--- src/rtl/bus_timer.sv ---
// Memory-mapped prescaled down-counter timer on the proc bus.
// Four registers alias through a 4 KB page; read data is registered (one-cycle latency).
module bus_timer #(
    parameter logic [3:0]  BASE     = 4'h2,
    parameter int unsigned PRESCALE = 50000
) (
    input  logic        Clock,
    input  logic        Resetn,
    input  logic [15:0] ADDR,
    input  logic [15:0] DOUT,
    input  logic        W,
    output logic        Sel,
    output logic [15:0] Q,
    output logic        Done
);

    localparam int unsigned PW = (PRESCALE > 1) ? $clog2(PRESCALE) : 1;
    localparam logic [PW-1:0] PRE_LAST = PW'(PRESCALE - 1);

    logic [15:0]   r_load;
    logic [15:0]   r_count;
    logic          r_en;
    logic          r_ar;
    logic          r_done;
    logic [PW-1:0] r_pre;
    logic [15:0]   r_q;

    logic [15:0]   w_load_nxt;
    logic [15:0]   w_count_nxt;
    logic          w_en_nxt;
    logic          w_ar_nxt;
    logic          w_done_nxt;
    logic [PW-1:0] w_pre_nxt;
    logic [15:0]   w_q_nxt;

    logic          w_sel;
    logic          w_wr;
    logic          w_wr_load;
    logic          w_wr_ctrl;
    logic          w_wr_status;
    logic          w_tick;
    logic [15:0]   w_rdata;
    logic          w_unused_addr;

    assign w_sel         = (ADDR[15:12] == BASE);
    assign w_wr          = W & w_sel;
    assign w_wr_load     = w_wr && (ADDR[1:0] == 2'd0);
    assign w_wr_ctrl     = w_wr && (ADDR[1:0] == 2'd2);
    assign w_wr_status   = w_wr && (ADDR[1:0] == 2'd3);
    assign w_tick        = r_en && (r_pre == PRE_LAST);
    assign w_unused_addr = ^ADDR[11:2];

    always_comb begin
        w_rdata = 16'h0000;
        unique case (ADDR[1:0])
            2'd0: w_rdata = r_load;
            2'd1: w_rdata = r_count;
            2'd2: w_rdata = {14'b0, r_ar, r_en};
            2'd3: w_rdata = {15'b0, r_done};
            default: w_rdata = 16'h0000;
        endcase
    end

    always_comb begin
        w_load_nxt  = r_load;
        w_count_nxt = r_count;
        w_en_nxt    = r_en;
        w_ar_nxt    = r_ar;
        w_done_nxt  = r_done;
        w_pre_nxt   = r_pre;
        w_q_nxt     = r_q;

        if (w_wr_load || !r_en || w_tick) begin
            w_pre_nxt = '0;
        end else begin
            w_pre_nxt = r_pre + 1'b1;
        end

        if (w_wr_ctrl) begin
            w_en_nxt = DOUT[0];
            w_ar_nxt = DOUT[1];
        end

        if (w_wr_status && DOUT[0]) begin
            w_done_nxt = 1'b0;
        end

        // A LOAD write swallows a coincident tick, including its DONE set.
        if (w_wr_load) begin
            w_load_nxt  = DOUT;
            w_count_nxt = DOUT;
        end else if (w_tick) begin
            if (r_count > 16'd1) begin
                w_count_nxt = r_count - 16'd1;
            end else if (r_count == 16'd1) begin
                w_done_nxt  = 1'b1;
                w_count_nxt = r_ar ? r_load : 16'd0;
            end
        end

        if (w_sel) begin
            w_q_nxt = w_rdata;
        end
    end

    always_ff @(posedge Clock or negedge Resetn) begin
        if (!Resetn) begin
            r_load  <= 16'h0000;
            r_count <= 16'h0000;
            r_en    <= 1'b0;
            r_ar    <= 1'b0;
            r_done  <= 1'b0;
            r_pre   <= '0;
            r_q     <= 16'h0000;
        end else begin
            r_load  <= w_load_nxt;
            r_count <= w_count_nxt;
            r_en    <= w_en_nxt;
            r_ar    <= w_ar_nxt;
            r_done  <= w_done_nxt;
            r_pre   <= w_pre_nxt;
            r_q     <= w_q_nxt;
        end
    end

    assign Sel  = w_sel;
    assign Q    = r_q;
    assign Done = r_done;

endmodule

--- config.mk ---
export PLATFORM = sky130hd
export DESIGN_NAME = bus_timer
export DESIGN_NICKNAME = d
export VERILOG_FILES = /design/src/rtl/bus_timer.sv
export SDC_FILE = /design/constraint.sdc
export NUM_CORES = 1
export LEC_CHECK = 0
export CORE_AREA = 2 2 83 85
export CTS_BUF_LIST = sky130_fd_sc_hd__clkbuf_4 sky130_fd_sc_hd__clkbuf_8
export CTS_CLUSTER_DIAMETER = 30
export DETAILED_ROUTE_END_ITERATION = 10
export DIE_AREA = 0 0 85 87
export PLACE_DENSITY = 0.85
export SYNTH_ARGS = -nofsm -noshare
export SYNTH_HDL_FRONTEND = slang
export SYNTH_SLANG_ARGS = --single-unit
--- constraint.sdc ---
create_clock -name Clock -period 2.5 [get_ports Clock]
set_input_delay 0.25 -clock Clock [delete_from_list [all_inputs] [get_ports Clock]]
set_output_delay 0.25 -clock Clock [all_outputs]
set_load 0.02 [all_outputs]
==> impl_metrics.ini <==
[drt]
antenna_left = 0
drc_errors = 0
drt_iter0_markers = 279
vias = 2956
firstDrtPassIters = 4
via_per_inst = 5.751
wl_per_cell_um = 15.35
totalWireLength_mm = 7.890

[cts]
path_clk_slew_ns = 0.06
htreeDepth = 3
cts_sinks = 67
root_buffer = clkbuf_8
cts_tree = yes
cts_buffers = 9
clockBufferDepth = 2
clk_latency_ns = 0.34

[yosys]
synth_area_leader_cell = dfrtp_1
syn_inst = 379
synthFlopType = dfrtp_1
synth_edf_count = 0
synth_seq_area_share_pct = 47.64
ys_top_cells_by_count = nand2_1, dfrtp_1, nor2_1
synth_area_leaders = dfrtp_1, nand2_1, nor2_1
syn_avg_cell_area_um2 = 9.287
async_flop_share_pct = 100.0
synth_top_area_share_pct = 47.64
syn-num-nets = 417
yosys_warnings = 0
yosysUniqueCellTypes = 46
synth-seq-cells = 67
synth_most_common_cell = nand2_1
syn_area_mm2 = 0.003520

[timing]
final_max_slew_viol_count = 0
finalSetupViolations = 0
period_needed_ns = 2.322
fin_ws_ns = 0.1776
relSlewSlack_pct = 50.68
hold_viol = 0
fin_crit_sh_pct = 92.89
fin_setup_tns_ns = 0
skew_ns = 0.007330
fmax_ghz = 0.4306
tightest_slew_ns = 0.7398
rsz0062_at_grt = no

[hold_path]
worstHoldPathType = reg2reg
min_path_cells = 1

[critical_path]
crit_path_end_kind = flip-flop
start_kind = flip-flop
path_max_fanout = 9
reg2reg_slack_ns = 0.18
crit_type = reg2reg
arrival_ns = 2.56
cp_data_required_time_ns = 2.73
reg2reg_depth = 7

[status]
status = finished clean

[power]
totalPowerFinal_mw = 3.340
power_density_mw_per_mm2 = 779.8
ir_drop_mv = 0.4452
p_leak_nw = 1.894

[placed_design]
placed_area_mm2 = 0.004065
dpl.hpwl_mm = 5.688
place_congestion = 0.9027
port_buffers = 42
dp_slack_ns = 0.003935

[cells_and_area]
fin_area_mm2 = 0.004283
final_core_util_pct = 65.20
antenna_cells = 0
drive_gt1_share_pct = 13.36
final_nets = 468
area_growth_pct = 21.69

[global_routing]
antenna_found_initial = 0
grt_pass1_vias = 2999
grt_max_degree = 36
grt_pass1_wl_mm = 13.50
gr-total-overflow = 0
grt_use_total_pct = 23.12

[die]
die_y_um = 87
initial_core_util_pct = 53.58
rows = 30
num_io_pins = 53
dieWidth_um = 85
die_area_mm2 = 0.007395
core_region_area_mm2 = 0.006569

[job]
maxCapViolCount = 0
registers in the layout, indices dropped and copies added, names as in the netlist:
name and cells:
Done 1, r_count 16, r_pre 16, r_ar 1, Q 16, r_en 1
r_load 16
stage by stage:
step	hold WS, ns	instances
floorplan	-0.04559	379
global placement	0.3499	498
detailed placement	0.3519	498
CTS	0.4607	514
global route	0.4848	514
finish	0.4653	514
path summary, 6_finish.rpt:
path                               start    endpoint
worst max-delay path            r_pre[0]  r_count[3]
worst min-delay path            r_pre[0]    r_pre[0]
worst max register to register  r_pre[0]  r_count[3]
worst min register to register  r_pre[0]    r_pre[0]
max in group asynchronous         Resetn   r_load[0]
min in group asynchronous         Resetn       Q[14]
per-layer routing:
| layer | wire length, µm | vias up | track usage, % |
|---|---|---|---|
| li1 | - | 1436 | - |
| met1 | 3384 | 1407 | 28.30 |
| met2 | 3929 | 94 | 38.64 |
| met3 | 408 | 19 | 5.118 |
| met4 | 168 | 0 | 11.69 |
| met5 | 0 | - | 0 |
layout by cell type, fill, tap and decap left out, types with 2 or more instances in the layout:
cell type	netlist	final
a22o_1	6	6
nand2_1	81	81
nand3_1	14	14
buf_4	0	13
a21oi_1	8	8
clkbuf_8	0	11
a31oi_1	2	2
o21ai_0	22	20
dfrtp_1	67	67
o211ai_1	3	3
o21ai_2	13	13
clkbuf_4	0	2
a221oi_1	5	5
mux2i_1	15	15
nor2_1	42	42
nor4_1	7	7
buf_12	1	2
and3_1	4	4
o21ai_1	7	9
nor3_1	9	9
inv_1	4	4
a22oi_1	5	5
mux2_2	2	2
clkdlybuf4s50_1	0	41
ha_1	3	3
or3_1	2	2
xor2_1	8	8
or4b_1	2	2
o31ai_1	5	5
xnor2_1	7	7
final cells by class:
cell class	instances	area, µm²
well taps	80	100.1
fillers	546	2286
repair buffers	58	563.0
flip-flops and latches	67	1677
clock inverters	2	35.03
multi-input cells	289	1723
inverters	5	18.77
clock buffers	13	166.4
worst max-delay path, cell delays in order (launching register included):
cell     delay (ns)
dfrtp_1        0.37
ha_1           0.20
and3_1         0.25
nand2_1        0.07
or4_4          0.56
o21ai_2        0.40
o21ai_1        0.12
a22o_1         0.24
cells by family (layout without fill, tap and decap cells):
| kind of cell | count (synthesis) | count (layout) | synth area share, % |
|---|---|---|---|
| XOR/XNOR | 15 | 15 | 3.733 |
| multiplexers | 18 | 18 | 5.545 |
| adder cells (fa/ha/maj) | 3 | 3 | 1.067 |
| buffers and inverters | 23 | 78 | 3.590 |
| flip-flops | 67 | 67 | 47.64 |
| AO/OA/AOI/OAI | 83 | 83 | 16.89 |
| AND/OR/NAND/NOR | 170 | 170 | 21.54 |
report_power, final:
group	leakage, nW	internal (mW)	switching, mW
Clock	0.106	0.530	0.376
Combinational	0.875	0.471	0.629
Sequential	0.913	1.20	0.132
Total	1.89	2.20	1.14
repair_timing:
item                       CTS  global route
hold endpoints to repair    32             0
buffers inserted             0             0
setup endpoints to repair    0            14
resized for setup            0             3
hold buffers                 1             0
Power figures use the tool's default switching activity.
